**src/rtl/riscy_pkg.sv**
```systemverilog
// Shared definitions for the riscy 4-phase microcontroller core.
// No logic here: opcode/phase encodings, branch condition codes, field extraction.
// Fields live in the 16-bit control half of the instruction word, above IMM.
package riscy_pkg;

  typedef enum logic [3:0] {
    OP_NOP  = 4'd0,
    OP_ADD  = 4'd1,
    OP_SUB  = 4'd2,
    OP_AND  = 4'd3,
    OP_OR   = 4'd4,
    OP_XOR  = 4'd5,
    OP_LDA  = 4'd6,
    OP_LDB  = 4'd7,
    OP_STA  = 4'd8,
    OP_OUT  = 4'd9,
    OP_DIR  = 4'd10,
    OP_IN   = 4'd11,
    OP_JMP  = 4'd12,
    OP_CALL = 4'd13,
    OP_RET  = 4'd14,
    OP_HALT = 4'd15
  } op_e;

  typedef enum logic [1:0] {
    PH_FETCH  = 2'd0,
    PH_DECODE = 2'd1,
    PH_EXEC   = 2'd2,
    PH_UPDATE = 2'd3
  } phase_e;

  // Branch condition select, SEL[1:0]; SEL[3] inverts the result
  localparam logic [1:0] CC_ALWAYS = 2'd0;
  localparam logic [1:0] CC_Z      = 2'd1;
  localparam logic [1:0] CC_C      = 2'd2;
  localparam logic [1:0] CC_S      = 2'd3;

  // Bit positions inside the 16-bit control half {OP, SEL, ADR}
  localparam int OP_LSB  = 12;
  localparam int SEL_LSB = 8;
  localparam int ADR_LSB = 0;

  function automatic logic [3:0] ctl_op(input logic [15:0] ctl);
    return ctl[OP_LSB +: 4];
  endfunction

  function automatic logic [3:0] ctl_sel(input logic [15:0] ctl);
    return ctl[SEL_LSB +: 4];
  endfunction

  function automatic logic [7:0] ctl_adr(input logic [15:0] ctl);
    return ctl[ADR_LSB +: 8];
  endfunction

endpackage

```
**src/rtl/riscy_alu_p.sv**
```systemverilog
// Combinational ALU for ADD/SUB/AND/OR/XOR with Z/S/C flag generation.
// Latency: zero cycles, purely combinational.
// Backpressure: none; result is consumed by the core in its EXEC phase.
module riscy_alu_p #(
  parameter int DATA_W = 8
) (
  input  logic [3:0]        op,
  input  logic [DATA_W-1:0] a,
  input  logic [DATA_W-1:0] b,
  output logic [DATA_W-1:0] res,
  output logic              z,
  output logic              s,
  output logic              c
);
  import riscy_pkg::*;

  logic [DATA_W:0] sum;

  // Result and flags; carry is ADD carry-out or SUB borrow, zero for logic ops
  always_comb begin
    sum = '0;
    res = '0;
    c   = 1'b0;
    case (op_e'(op))
      OP_ADD: begin
        sum = {1'b0, a} + {1'b0, b};
        res = sum[DATA_W-1:0];
        c   = sum[DATA_W];
      end
      OP_SUB: begin
        res = a - b;
        c   = (a < b);
      end
      OP_AND:  res = a & b;
      OP_OR:   res = a | b;
      OP_XOR:  res = a ^ b;
      default: res = '0;
    endcase
    z = (res == '0);
    s = res[DATA_W-1];
  end

endmodule

```
**src/rtl/riscy_core_p.sv**
```systemverilog
// Four-phase accumulator microcontroller: FETCH, DECODE, EXEC, UPDATE per instruction.
// Latency: every instruction takes exactly four cycles; RAM reads land in UPDATE.
// Backpressure: none; HALT or a stack fault freezes the core until RST.
module riscy_core_p #(
  parameter int DATA_W  = 8,
  parameter int PC_W    = 5,
  parameter int RAM_AW  = 5,
  parameter int NPORTS  = 2,
  parameter int STACK_D = 4
) (
  input  logic                       CLK,
  input  logic                       RST,
  output logic [PC_W-1:0]            ROM_ADDR,
  input  logic [16+DATA_W-1:0]       ROM_DATA,
  output logic [RAM_AW-1:0]          RAM_ADDR,
  output logic [DATA_W-1:0]          RAM_WDATA,
  output logic                       RAM_WE,
  input  logic [DATA_W-1:0]          RAM_RDATA,
  input  logic [NPORTS*DATA_W-1:0]   PORT_IN,
  output logic [NPORTS*DATA_W-1:0]   PORT_OUT,
  output logic [NPORTS*DATA_W-1:0]   PORT_OE,
  output logic [1:0]                 PHASE,
  output logic                       HALTED,
  output logic                       ERR
);
  import riscy_pkg::*;

  localparam int IW   = 16 + DATA_W;
  localparam int SP_W = $clog2(STACK_D + 1);
  localparam int PW   = NPORTS * DATA_W;

  // Architectural state
  logic [PC_W-1:0]   pc_q, pc_d;
  logic [IW-1:0]     ir_q, ir_d;
  logic [RAM_AW-1:0] ram_addr_q, ram_addr_d;
  logic [DATA_W-1:0] a_q, a_d, b_q, b_d;
  logic              z_q, z_d, s_q, s_d, c_q, c_d;
  logic [SP_W-1:0]   sp_q, sp_d;
  logic [PC_W-1:0]   stack_q [STACK_D];
  logic [PC_W-1:0]   stack_d [STACK_D];
  logic [PW-1:0]     port_out_q, port_out_d, port_oe_q, port_oe_d;
  phase_e            phase_q, phase_d;
  logic              halted_q, halted_d, err_q, err_d;

  // Decoded fields of the held instruction
  logic [15:0]       ctl;
  logic [3:0]        op_raw;
  op_e               op;
  logic [3:0]        sel;
  logic [7:0]        adr;
  logic [DATA_W-1:0] imm;
  logic              adr_unused;

  assign ctl    = ir_q[IW-1:DATA_W];
  assign op_raw = ctl_op(ctl);
  assign op     = op_e'(op_raw);
  assign sel    = ctl_sel(ctl);
  assign adr    = ctl_adr(ctl);
  assign imm    = ir_q[DATA_W-1:0];
  // ADR is truncated to PC_W / RAM_AW; the upper bits are intentionally ignored
  assign adr_unused = ^adr;

  logic [DATA_W-1:0] alu_res;
  logic              alu_z, alu_s, alu_c;

  riscy_alu_p #(.DATA_W(DATA_W)) u_alu (
    .op  (op_raw),
    .a   (a_q),
    .b   (b_q),
    .res (alu_res),
    .z   (alu_z),
    .s   (alu_s),
    .c   (alu_c)
  );

  logic [PC_W-1:0]   pc_inc;
  logic [PC_W-1:0]   pc_tgt;
  logic [PC_W-1:0]   pop_pc;
  logic [DATA_W-1:0] in_slice;
  logic              cond_raw, jmp_taken;

  assign pc_inc = pc_q + PC_W'(1);
  assign pc_tgt = adr[PC_W-1:0];

  // Branch condition, stack top and selected input port slice
  always_comb begin
    case (sel[1:0])
      CC_Z:    cond_raw = z_q;
      CC_C:    cond_raw = c_q;
      CC_S:    cond_raw = s_q;
      default: cond_raw = 1'b1;
    endcase
    jmp_taken = cond_raw ^ sel[3];

    pop_pc = '0;
    for (int i = 0; i < STACK_D; i++) begin
      if (int'(sp_q) == i + 1) pop_pc = stack_q[i];
    end

    // Ports at or beyond NPORTS never match, so IN reads them as zero
    in_slice = '0;
    for (int p = 0; p < NPORTS; p++) begin
      if (int'(sel[2:0]) == p) in_slice = PORT_IN[p*DATA_W +: DATA_W];
    end
  end

  // Next-state logic for the phase sequencer and everything it updates
  always_comb begin
    pc_d       = pc_q;
    ir_d       = ir_q;
    ram_addr_d = ram_addr_q;
    a_d        = a_q;
    b_d        = b_q;
    z_d        = z_q;
    s_d        = s_q;
    c_d        = c_q;
    sp_d       = sp_q;
    stack_d    = stack_q;
    port_out_d = port_out_q;
    port_oe_d  = port_oe_q;
    phase_d    = phase_q;
    halted_d   = halted_q;
    err_d      = err_q;

    if (!halted_q) begin
      case (phase_q)
        PH_FETCH: begin
          ir_d    = ROM_DATA;
          phase_d = PH_DECODE;
        end
        PH_DECODE: begin
          ram_addr_d = adr[RAM_AW-1:0];
          phase_d    = PH_EXEC;
        end
        PH_EXEC: begin
          phase_d = PH_UPDATE;
          case (op)
            OP_ADD, OP_SUB, OP_AND, OP_OR, OP_XOR: begin
              a_d = alu_res;
              z_d = alu_z;
              s_d = alu_s;
              c_d = alu_c;
            end
            OP_LDA: if (!sel[0]) a_d = imm;
            OP_LDB: if (!sel[0]) b_d = imm;
            OP_OUT: begin
              for (int p = 0; p < NPORTS; p++) begin
                if (int'(sel[2:0]) == p) port_out_d[p*DATA_W +: DATA_W] = a_q;
              end
            end
            OP_DIR: begin
              for (int p = 0; p < NPORTS; p++) begin
                if (int'(sel[2:0]) == p) port_oe_d[p*DATA_W +: DATA_W] = imm;
              end
            end
            OP_IN:   a_d = in_slice;
            default: ;
          endcase
        end
        default: begin
          // UPDATE: RAM data addressed since EXEC is valid now
          phase_d = PH_FETCH;
          pc_d    = pc_inc;
          case (op)
            OP_LDA: if (sel[0]) a_d = RAM_RDATA;
            OP_LDB: if (sel[0]) b_d = RAM_RDATA;
            OP_JMP: if (jmp_taken) pc_d = pc_tgt;
            OP_CALL: begin
              if (int'(sp_q) == STACK_D) begin
                err_d    = 1'b1;
                halted_d = 1'b1;
                pc_d     = pc_q;
                phase_d  = phase_q;
              end else begin
                for (int i = 0; i < STACK_D; i++) begin
                  if (int'(sp_q) == i) stack_d[i] = pc_inc;
                end
                sp_d = sp_q + SP_W'(1);
                pc_d = pc_tgt;
              end
            end
            OP_RET: begin
              if (sp_q == '0) begin
                err_d    = 1'b1;
                halted_d = 1'b1;
                pc_d     = pc_q;
                phase_d  = phase_q;
              end else begin
                sp_d = sp_q - SP_W'(1);
                pc_d = pop_pc;
              end
            end
            OP_HALT: begin
              halted_d = 1'b1;
              pc_d     = pc_q;
              phase_d  = phase_q;
            end
            default: ;
          endcase
        end
      endcase
    end
  end

  // State register with synchronous reset
  always_ff @(posedge CLK) begin
    if (RST) begin
      pc_q       <= '0;
      ir_q       <= '0;
      ram_addr_q <= '0;
      a_q        <= '0;
      b_q        <= '0;
      z_q        <= 1'b0;
      s_q        <= 1'b0;
      c_q        <= 1'b0;
      sp_q       <= '0;
      for (int i = 0; i < STACK_D; i++) stack_q[i] <= '0;
      port_out_q <= '0;
      port_oe_q  <= '0;
      phase_q    <= PH_FETCH;
      halted_q   <= 1'b0;
      err_q      <= 1'b0;
    end else begin
      pc_q       <= pc_d;
      ir_q       <= ir_d;
      ram_addr_q <= ram_addr_d;
      a_q        <= a_d;
      b_q        <= b_d;
      z_q        <= z_d;
      s_q        <= s_d;
      c_q        <= c_d;
      sp_q       <= sp_d;
      stack_q    <= stack_d;
      port_out_q <= port_out_d;
      port_oe_q  <= port_oe_d;
      phase_q    <= phase_d;
      halted_q   <= halted_d;
      err_q      <= err_d;
    end
  end

  assign ROM_ADDR  = pc_q;
  assign RAM_ADDR  = ram_addr_q;
  assign RAM_WDATA = a_q;
  // Write strobe only in STA EXEC; RST kills it in the same cycle so an aborted STA never writes
  assign RAM_WE    = (phase_q == PH_EXEC) && (op == OP_STA) && !halted_q && !RST;
  assign PORT_OUT  = port_out_q;
  assign PORT_OE   = port_oe_q;
  assign PHASE     = phase_q;
  assign HALTED    = halted_q;
  assign ERR       = err_q;

endmodule

```
**config.mk**
```make
export PLATFORM = sky130hd
export DESIGN_NAME = riscy_core_p
export DESIGN_NICKNAME = d
export VERILOG_FILES = /design/src/rtl/riscy_pkg.sv /design/src/rtl/riscy_alu_p.sv /design/src/rtl/riscy_core_p.sv
export SDC_FILE = /design/constraint.sdc
export NUM_CORES = 1
export LEC_CHECK = 0
export ABC_AREA = 1
export CAP_MARGIN = 10
export CORE_ASPECT_RATIO = 0.75
export CORE_MARGIN = 8
export CORE_UTILIZATION = 56
export CTS_CLUSTER_SIZE = 40
export DETAILED_ROUTE_END_ITERATION = 8
export DONT_BUFFER_PORTS = 1
export HOLD_SLACK_MARGIN = 0.12
export PLACE_DENSITY_LB_ADDON = 0.05
export SLEW_MARGIN = 10
export SYNTH_ARGS = -nofsm -noshare
export SYNTH_HDL_FRONTEND = slang
export SYNTH_SLANG_ARGS = --single-unit
```
**constraint.sdc**
```tcl
create_clock -name CLK -period 2.4 [get_ports CLK]
set_input_delay 0.48 -clock CLK [delete_from_list [all_inputs] [get_ports CLK]]
set_output_delay 0.48 -clock CLK [all_outputs]
set_load 0.02 [all_outputs]
```
### After elaboration in Yosys (flattened, before gate mapping)

Cells that the tools add are included.

* add/subtract/negate cells: 5
* magnitude comparators: 1
* equality and inequality tests: 34
* muxes and demuxes: 36
* bitwise gates (word level): 9
* reduce and logical (&&, ||, !) cells: 34

Operator list (count)
* 8-bit 2-to-1 mux: 7
* 8-bit case mux with 5 select lines: 1
* 5-bit AND reduction: 8
* 5-bit 2-to-1 mux: 7
* 4-bit == test, second input constant: 8
* 8-bit case mux with 2 select lines: 2
* 8-bit case mux with 3 select lines: 1
* 5-bit case mux with 4 select lines: 1
* 4-bit AND reduction: 5
* 4-bit by 3-bit == test with 1-bit output, second input constant: 4
* 2-bit case mux with 3 select lines: 2
* 2-bit inequality test, second input constant: 5
* 8-bit by 8-bit adder with 9-bit output: 1
* 3-bit == test, second input constant: 3
* 3-bit logical NOT: 3
* 8-bit AND: 1
* 4-bit by 2-bit == test with 1-bit output, second input constant: 2
* 8-bit logical NOT: 1
* 8-bit < comparator: 1
* 8-bit bitwise OR: 1
* 8-bit subtractor: 1
* 8-bit bitwise XOR: 1
* 2-bit == test, second input constant: 3
* 3-bit by 2-bit == test with 1-bit output, second input constant: 2
* other kinds (28): 48

* register bits after elaboration: 112
* output and inout port bits: 55
* word-level logic and storage cells: 139

### Depth between registers and ports, before layout

Gate-level depths: netlist of run 1.

* depth after elaboration: 7
* depth in mapped cells: 16

### Hierarchy

A second synthesis of run 1 with hierarchy kept.

* cells, all modules: 928
* area total of the unflattened synthesis: 6247.2 µm²

By module, submodules not included
* riscy_core_p: instances 1, cells an instance 711, area an instance 5012.3 µm²
* riscy_alu_p: instances 1, cells an instance 217, area an instance 1234.9 µm²

### Worst setup path before layout of run 1

No wires, ideal clock.

* path type: reg-to-output
* start: register phase_q[1] (netlist: PHASE[1])
* end: output RAM_WE
* arrival: 1.540 ns
* data required time: 1.920 ns
* path slack: 0.380 ns
* stages on the path, launching flop included: 4
* path buffers: 0
* cells stage by stage: dfxtp_1 -> ha_1 -> nand2_1 -> nor4_1

* longest elaborated chain between the ends: 4

Ends and longest elaborated chain
* from (decl): line riscy_core_p.sv:42 `phase_e phase_q, phase_d;`
* from (signal assigned): line riscy_core_p.sv:236 `phase_q <= phase_d;`
* 2-bit == test: line riscy_core_p.sv:246 `assign RAM_WE = (phase_q == PH_EXEC) && (op == OP_STA) && !halted_q && !RST;`
* 1-bit logical AND (3 in a row): line riscy_core_p.sv:246
* to (decl): line riscy_core_p.sv:17 `output logic RAM_WE,`

Every way passes these cells.

### Worst setup path in the final report of run 1

Same ends and word-level chain as after synthesis.

==> results of run 1 <==
## metal layers
layer	vias up	track usage (%)
li1	2934	-
met1	2716	37.2
met2	283	34.5
met3	16	8.18
met4	0	6.42
met5	-	0
## worst max path at each step
stage | depth (start not counted) | slack (ps) | to | start
2_1_floorplan | 3 | 380 | RAM_WE | PHASE[1]
3_3_place_gp | 6 | 270 | b_q[6] | PHASE[1]
3_5_place_dp | 12 | 270 | RAM_WDATA[7] | RAM_WDATA[1]
4_1_cts | 5 | 10 | RAM_WE | PHASE[1]
5_1_grt | 5 | 3 | RAM_WE | PHASE[1]
6_report | 5 | 110 | RAM_WE | PHASE[1]
## critical path, stage by stage (launching register included)
cell and delay (ps):
dfxtp_1 380, ha_1 190, buf_4 210, nand2_1 150
nor4_2 320, buf_4 210
## final cells by class
| class | instances | area (um2) |
|---|---|---|
| fillers | 1025 | 4140 |
| flip-flops and latches | 109 | 2180 |
| multi-input cells | 621 | 3360 |
| well taps | 140 | 175 |
| clock inverters | 6 | 63.8 |
| repair buffers | 22 | 178 |
| inverters | 128 | 483 |
| clock buffers | 10 | 239 |
## flip-flops by register name, indices dropped and copies added, names as in the netlist
register   flops
ERR            1
HALTED         1
PHASE          2
PORT_OE       16
PORT_OUT      16
RAM_ADDR       5
RAM_WDATA      8
ROM_ADDR       5
b_q            8
c_q            1
ir_q          21
s_q            1
sp_q           3
stack_q       20
z_q            1
## placed cells by master, fill, tap and decap left out, types with 18 or more instances in the layout
master and n:
nand2_1 154, o21ai_0 118, dfxtp_1 109, inv_1 108
a21oi_1 104, nor2_1 82, nand3_1 43, ha_1 30
buf_4 21, inv_2 18
## synthesized netlist by cell type, types with 2 or more instances
master,instances,area share [%]
nand2_1,154,9.4
o21ai_0,118,9.6
dfxtp_1,109,36
inv_1,109,6.7
a21oi_1,104,8.5
nor2_1,82,5.0
nand3_1,43,3.5
ha_1,30,6.1
inv_2,17,1.0
clkbuf_1,16,0.98
o22ai_1,11,1.1
buf_2,10,0.82
o21ai_1,10,0.82
nand4_1,7,0.71
o211ai_1,7,0.86
nor2_4,5,0.92
nor3_1,5,0.41
xor2_1,5,0.71
nand2_2,4,0.41
nor2_2,4,0.41
fa_1,3,0.98
nand2_4,3,0.55
nor3_2,3,0.49
nor4_4,3,1.0
a211oi_1,2,0.24
nand3b_1,2,0.24
nor3_4,2,0.53
## cells by family (layout without fill, tap and decap cells)
logic type                 after synthesis  count (layout)  synth area share (%)
AOI/OAI and AO/OA                      262             262                  22.5
xor gates and xnor gates                 6               6                 0.857
adders and majority gates               33              33                  7.10
buffers and inverters                  156             166                  9.81
DFF                                    109             109                  35.6
and+or+nand+nor                        320             320                  24.1
## power by group
| group | internal (mW) | switching, mW | leakage, nW |
|---|---|---|---|
| Clock | 0.761 | 0.743 | 0.145 |
| Combinational | 0.551 | 1.41 | 1.89 |
| Sequential | 2.02 | 0.219 | 0.886 |
| Total | 3.33 | 2.37 | 2.92 |
## metrics by stage
step	setup WS, ps	util (%)	hold slack [ps]	cells
after floorplan	380	-	425	886
after detailed placement	266	58.9	455	1020
final	108	61.7	188	1036
after global placement	274	58.9	445	1020
after CTS	11.5	61.7	175	1036
after global routing	3.16	61.7	183	1036
## timing repair
| item | 4_1_cts | 5_1_grt |
|---|---|---|
| setup buffers | 0 | 0 |
| setup endpoints to repair | 0 | 1 |
| resized for setup | 0 | 1 |
| hold endpoints to repair | 0 | 0 |
| hold buffers | 0 | 0 |
==> results.sh, run 1 <==
export IMPL_grt_pass1_vias=5370
export IMPL_status="finished clean"
export IMPL_setup_worst_path_class="reg2out"
export IMPL_hold_path_class="in2reg"
export IMPL_achievable_frequency_mhz=436
export IMPL_worst_pin_slew_ps=633
export IMPL_min_delay_worst_endpoint="z_q"
export IMPL_drt_pre_antenna_iters=5
export IMPL_rsz0062_at_grt="false"
export IMPL_syn_avg_cell_area_um2=6.92
export IMPL_met3RoutedLength_um=2340
export IMPL_postSynth_topFlopCell="dfxtp_1"
export IMPL_place_congestion=0.962
export IMPL_clk_insertion_delay_late_ps=360
export IMPL_synthCells=886
export IMPL_cts_root_buf="clkbuf_16"
export IMPL_rr_endpoint="RAM_WDATA[7]"
export IMPL_max_cap_violations=0
export IMPL_syn_nets=969
export IMPL_setup_violations_final=0
export IMPL_route_detailed_wl_per_inst_um=17.9
export IMPL_max_root_sink_buffers=2
export IMPL_portBuffers=0
export IMPL_initialDrtViolationCount=524
export IMPL_maximum_number_of_pins_on_one_net_before_global_route_repair=70
export IMPL_dp_hpwl_um=14100
export IMPL_stdcell_area_um2=6680
export IMPL_power_leakage_nw=2.92
export IMPL_count_of_final_hold_check_violations=0
export IMPL_io_pins=105
export IMPL_layout_worst_path_cycle_share_pct=95.5
export IMPL_cts_made_buffers=9
export IMPL_r2r_start="RAM_WDATA[1]"
export IMPL_detail_route_wirelength_um=18600
export IMPL_number_of_antenna_violations_at_the_first_check_in_global_routing=0
export IMPL_min_path_cells=1
export IMPL_fin_crit_ps=2290
export IMPL_vias_per_cell=5.74
export IMPL_die_height_um=107
export IMPL_max_slew_margin_rel_pct=57.7
export IMPL_power_density_nw_per_um2=854
export IMPL_cp_max_fo=12
export IMPL_design_final_nets=974
export IMPL_fin_total_pwr_mw=5.71
export IMPL_critPathRequiredTime_ps=1920
export IMPL_ys_ff_latch=109
export IMPL_cts_max_level=3
export IMPL_synth_enable_flop_cells=0
export IMPL_num_antenna_cells=0
export IMPL_routed_via_count=5949
export IMPL_global_route_usage_total_pct=25.3
export IMPL_yosysUniqueCellTypes=45
export IMPL_ir_worst_vdd_uv=548
export IMPL_routed_wl_met2_um=7330
export IMPL_drc_errors=0
export IMPL_initial_core_util_pct=56.7
export IMPL_setup_tns_after_final_layout_ps=0
export IMPL_cts_num_sinks=109
export IMPL_grt_overflow=0
export IMPL_cts_tree="yes"
export IMPL_reg2regPathDepth=12
export IMPL_final_max_slew_violation_count=0
export IMPL_hp_start="RST"
export IMPL_highest_layer="met4"
export IMPL_wire_length_of_the_first_global_routing_pass_um=28800
export IMPL_flow_area_growth_from_synthesis_pct=8.85
export IMPL_async_reset_ff_share_pct=0
export IMPL_mappedNetlistArea_um2=6130
export IMPL_rows=33
export IMPL_yosysSeqAreaShare_pct=35.6
export IMPL_dpl_instance_area_um2=6370
export IMPL_final_layout_size_suffix_gt1_share_pct=9.60
export IMPL_core_area_um2=10800
export IMPL_ant_nets=0
export IMPL_die_w_um=137
export IMPL_worst_setup_hold_path_clk_slew_ps=80
export IMPL_endpoint_kind="output pin"
export IMPL_die_area_um2=14600
export IMPL_ys_warnings_count=0
export IMPL_routed_metal_1_wirelength_um=8650
export IMPL_skew_ps=7.91
export IMPL_worst_r2r_setup_slack_ps=160
export IMPL_crit_path_start_kind="register"
export IMPL_worst_ep_arrival_time_ps=1810
Power figures use the tool's default switching activity.
==> run 2: changes to the inputs <==
--- a/config.mk
+++ b/config.mk
@@ -5,7 +5,6 @@
 export SDC_FILE = /design/constraint.sdc
 export NUM_CORES = 1
 export LEC_CHECK = 0
-export ABC_AREA = 1
 export CAP_MARGIN = 10
 export CORE_ASPECT_RATIO = 0.75
 export CORE_MARGIN = 8
==> results.sh, run 2 <==
export IMPL_path_buf_inv=4
export IMPL_layout_worst_path_cycle_share_pct=107
export IMPL_stdcell_area_um2=7250
export IMPL_synth_largest_area_cell="dfxtp_1"
export IMPL_layout_top_registers="ir_q x21, stack_q x20"
export IMPL_skew_ps=11.4
export IMPL_power_leakage_nw=2.87
export IMPL_die_height_um=106
export IMPL_flow_area_growth_from_synthesis_pct=18.7
export IMPL_final_max_slew_violation_count=0
export IMPL_yosysSeqAreaShare_pct=35.7
export IMPL_cellInternalPower_mw=3.23
export IMPL_syn_nets=819
export IMPL_design_final_nets=871
export IMPL_area_share_of_the_largest_cell_type_after_synthesis_pct=35.7
export IMPL_ys_ff_latch=109
export IMPL_final_layout_size_suffix_gt1_share_pct=20.2
export IMPL_largest_register="ir_q"
export IMPL_setup_tns_after_final_layout_ps=-519
export IMPL_max_cap_violations=0
export IMPL_fin_total_pwr_mw=5.02
export IMPL_drc_errors=0
export IMPL_endpoint_kind="register"
export IMPL_syn_avg_cell_area_um2=8.30
export IMPL_dpl_instance_area_um2=6800
export IMPL_dp_cells=915
export IMPL_mappedNetlistArea_um2=6110
export IMPL_setup_worst_path_class="reg2reg"
export IMPL_synthCells=736
export IMPL_worst_pin_slew_ps=595
export IMPL_cts_num_sinks=109
export IMPL_max_slew_margin_rel_pct=60.3
export IMPL_netlist_top_cells_count="nor2_1, dfxtp_1, mux2i_1, nand2_1, a21oi_1"
export IMPL_setup_violations_final=5
export IMPL_post_route_util_pct=67.3
export IMPL_hold_slack_ps=179
export IMPL_maximum_number_of_pins_on_one_net_before_global_route_repair=107
export IMPL_cts_tree="yes"
export IMPL_power_density_nw_per_um2=692
export IMPL_seqPwrFrac_pct=42.1
export IMPL_finalWorstSetupSlack_ps=-159
export IMPL_place_congestion=0.909
export IMPL_dp_hpwl_um=14100
export IMPL_worst_setup_hold_path_clk_slew_ps=80
export IMPL_cts_max_level=3
export IMPL_largest_register_ffs=21
export IMPL_num_antenna_cells=0
export IMPL_number_of_antenna_violations_at_the_first_check_in_global_routing=0
export IMPL_initialDrtViolationCount=569
export IMPL_yosysMostFrequentCell="nor2_1"
export IMPL_cts_root_buf="clkbuf_16"
export IMPL_clk_insertion_delay_late_ps=360
export IMPL_detail_route_wirelength_um=18600
export IMPL_clockPowerShare_pct=29.7
export IMPL_core_area_um2=10800
export IMPL_cp_max_fo=3
export IMPL_async_reset_ff_share_pct=0
export IMPL_fin_crit_ps=2560
export IMPL_switch_share_pct=35.5
export IMPL_rows=33
export IMPL_ys_warnings_count=0
export IMPL_rsz0062_at_grt="true"
export IMPL_cts_made_buffers=9
export IMPL_grt_pass1_vias=5300
export IMPL_achievable_frequency_mhz=391
export IMPL_max_root_sink_buffers=2
export IMPL_die_w_um=137
export IMPL_drt_pre_antenna_iters=6
export IMPL_failed_checks="setup timing"
export IMPL_synth_top_cells_by_area="dfxtp_1, mux2i_1, nor2_1"
export IMPL_grt_overflow=0
export IMPL_io_pins=105
export IMPL_critPathRequiredTime_ps=2650
export IMPL_count_of_final_hold_check_violations=0
export IMPL_synth_enable_flop_cells=0
export IMPL_cpMaxStageDelayCell="fa_2"
export IMPL_layout_cells_most_common_list="nor2_1, dfxtp_1, buf_4"
export IMPL_crit_path_start_kind="register"
export IMPL_place_worst_setup_slack_ps=-176
export IMPL_status="finished with violations"
export IMPL_ir_worst_vdd_uv=489
export IMPL_combinational_cell_fraction_of_total_power_pct=28.2
export IMPL_portBuffers=0
export IMPL_switching_power_mw=1.78
export IMPL_critical_path_top_cell_by_count="buf_4"
export IMPL_vias_per_cell=5.97
export IMPL_global_route_usage_total_pct=25.7
export IMPL_cpPeakStageDelay_ps=390
export IMPL_worst_ep_arrival_time_ps=2810
export IMPL_die_area_um2=14500
export IMPL_wire_length_of_the_first_global_routing_pass_um=29500
export IMPL_ant_nets=0
export IMPL_yosysUniqueCellTypes=69
export IMPL_postSynth_topFlopCell="dfxtp_1"
export IMPL_route_detailed_wl_per_inst_um=19.9
export IMPL_stdcell_count=933
export IMPL_cp_cell_sequence="inv_4, ha_4, inv_2, fa_2, a221oi_4, buf_4, mux2i_1, a211o_1, buf_4, a2111o_1, o211ai_1, a21oi_1"
export IMPL_path_delay_family="compound AO/OA/AOI/OAI gates"
export IMPL_hold_path_class="in2reg"
export IMPL_routed_via_count=5568
export IMPL_final_common_cell="nor2_1"
export IMPL_initial_core_util_pct=56.7
-- run 2: changes by cell type after synthesis, sizes merged, moves of 8 or more --
cell    change
mux2i      +71
o22ai       -8
o21ai     -110
a211oi     +12
nor2       +25
a21oi      -35
inv        -91
nand3      -39
a221oi      +9
clkbuf     +15
nand2b      +8
nand2      -90
-- run 2: cell type report --
class	count	area [um2]
inverter	37	144
multi-input combinational	545	3790
clock buffer	10	229
tap	140	175
timing repair buffer	86	646
sequential	109	2200
clock inverter	6	63.8
fill	907	3530
-- run 2: logic make-up after synthesis --
group | after synthesis | share of synthesized area, %
DFF | 109 | 35.7
xor gates and xnor gates | 10 | 1.43
buffers and inverters | 82 | 5.38
muxes | 73 | 12.0
adders and majority gates | 33 | 7.13
and+or+nand+nor | 261 | 20.0
AOI/OAI and AO/OA | 168 | 18.4
-- run 2: path summary, 6_finish.rpt --
check,slack (ps),endpoint,startpoint,cells past startpoint
setup / recovery,-160,RAM_WDATA[4],RAM_WDATA[0],12
hold / removal,180,ir_q[3],RST,1
setup reg to reg,-160,RAM_WDATA[4],RAM_WDATA[0],12
hold reg to reg,490,ir_q[19],ir_q[19],2
-- run 2: layer usage --
layer | vias up | GRT usage [%] | wire, um
met1 | 2639 | 37.4 | 8970
met2 | 223 | 36.4 | 7710
met4 | 0 | 5.32 | 232
met3 | 19 | 7.73 | 1690
li1 | 2687 | - | -
met5 | - | 0 | 0
-- run 2: power by group through the flow --
stage,clock network (mW),logic (mW),registers [mW]
after CTS,1.52,1.37,2.11
after global placement,0,1.31,2.14
after detailed placement,0,1.35,2.15
after global routing,1.58,1.53,2.13
final,1.49,1.42,2.11
after floorplan,0,0.926,2.12
-- run 2: what timing repair did --
action	4_1_cts	5_1_grt
endpoints found under the setup margin	8	12
pin swaps	6	7
buffers inserted	2	0
resized for setup	12	26
hold buffers	0	0
hold endpoints to repair	0	0
-- run 2: worst reg2reg max path: cells and delay by family, from the launching register on --
family / cells / cell delay [ps]
adders and majority gates: 2 / 520
muxes: 1 / 70
buffers and inverters: 4 / 420
DFF: 1 / 370
AOI/OAI and AO/OA: 5 / 1070
==> run 3: changes to the inputs <==
--- a/config.mk
+++ b/config.mk
@@ -5,7 +5,6 @@
 export SDC_FILE = /design/constraint.sdc
 export NUM_CORES = 1
 export LEC_CHECK = 0
-export CAP_MARGIN = 10
 export CORE_ASPECT_RATIO = 0.75
 export CORE_MARGIN = 8
 export CORE_UTILIZATION = 56
==> results of run 3 <==
Final layout, timing and power as in run 2 (identical DEF).
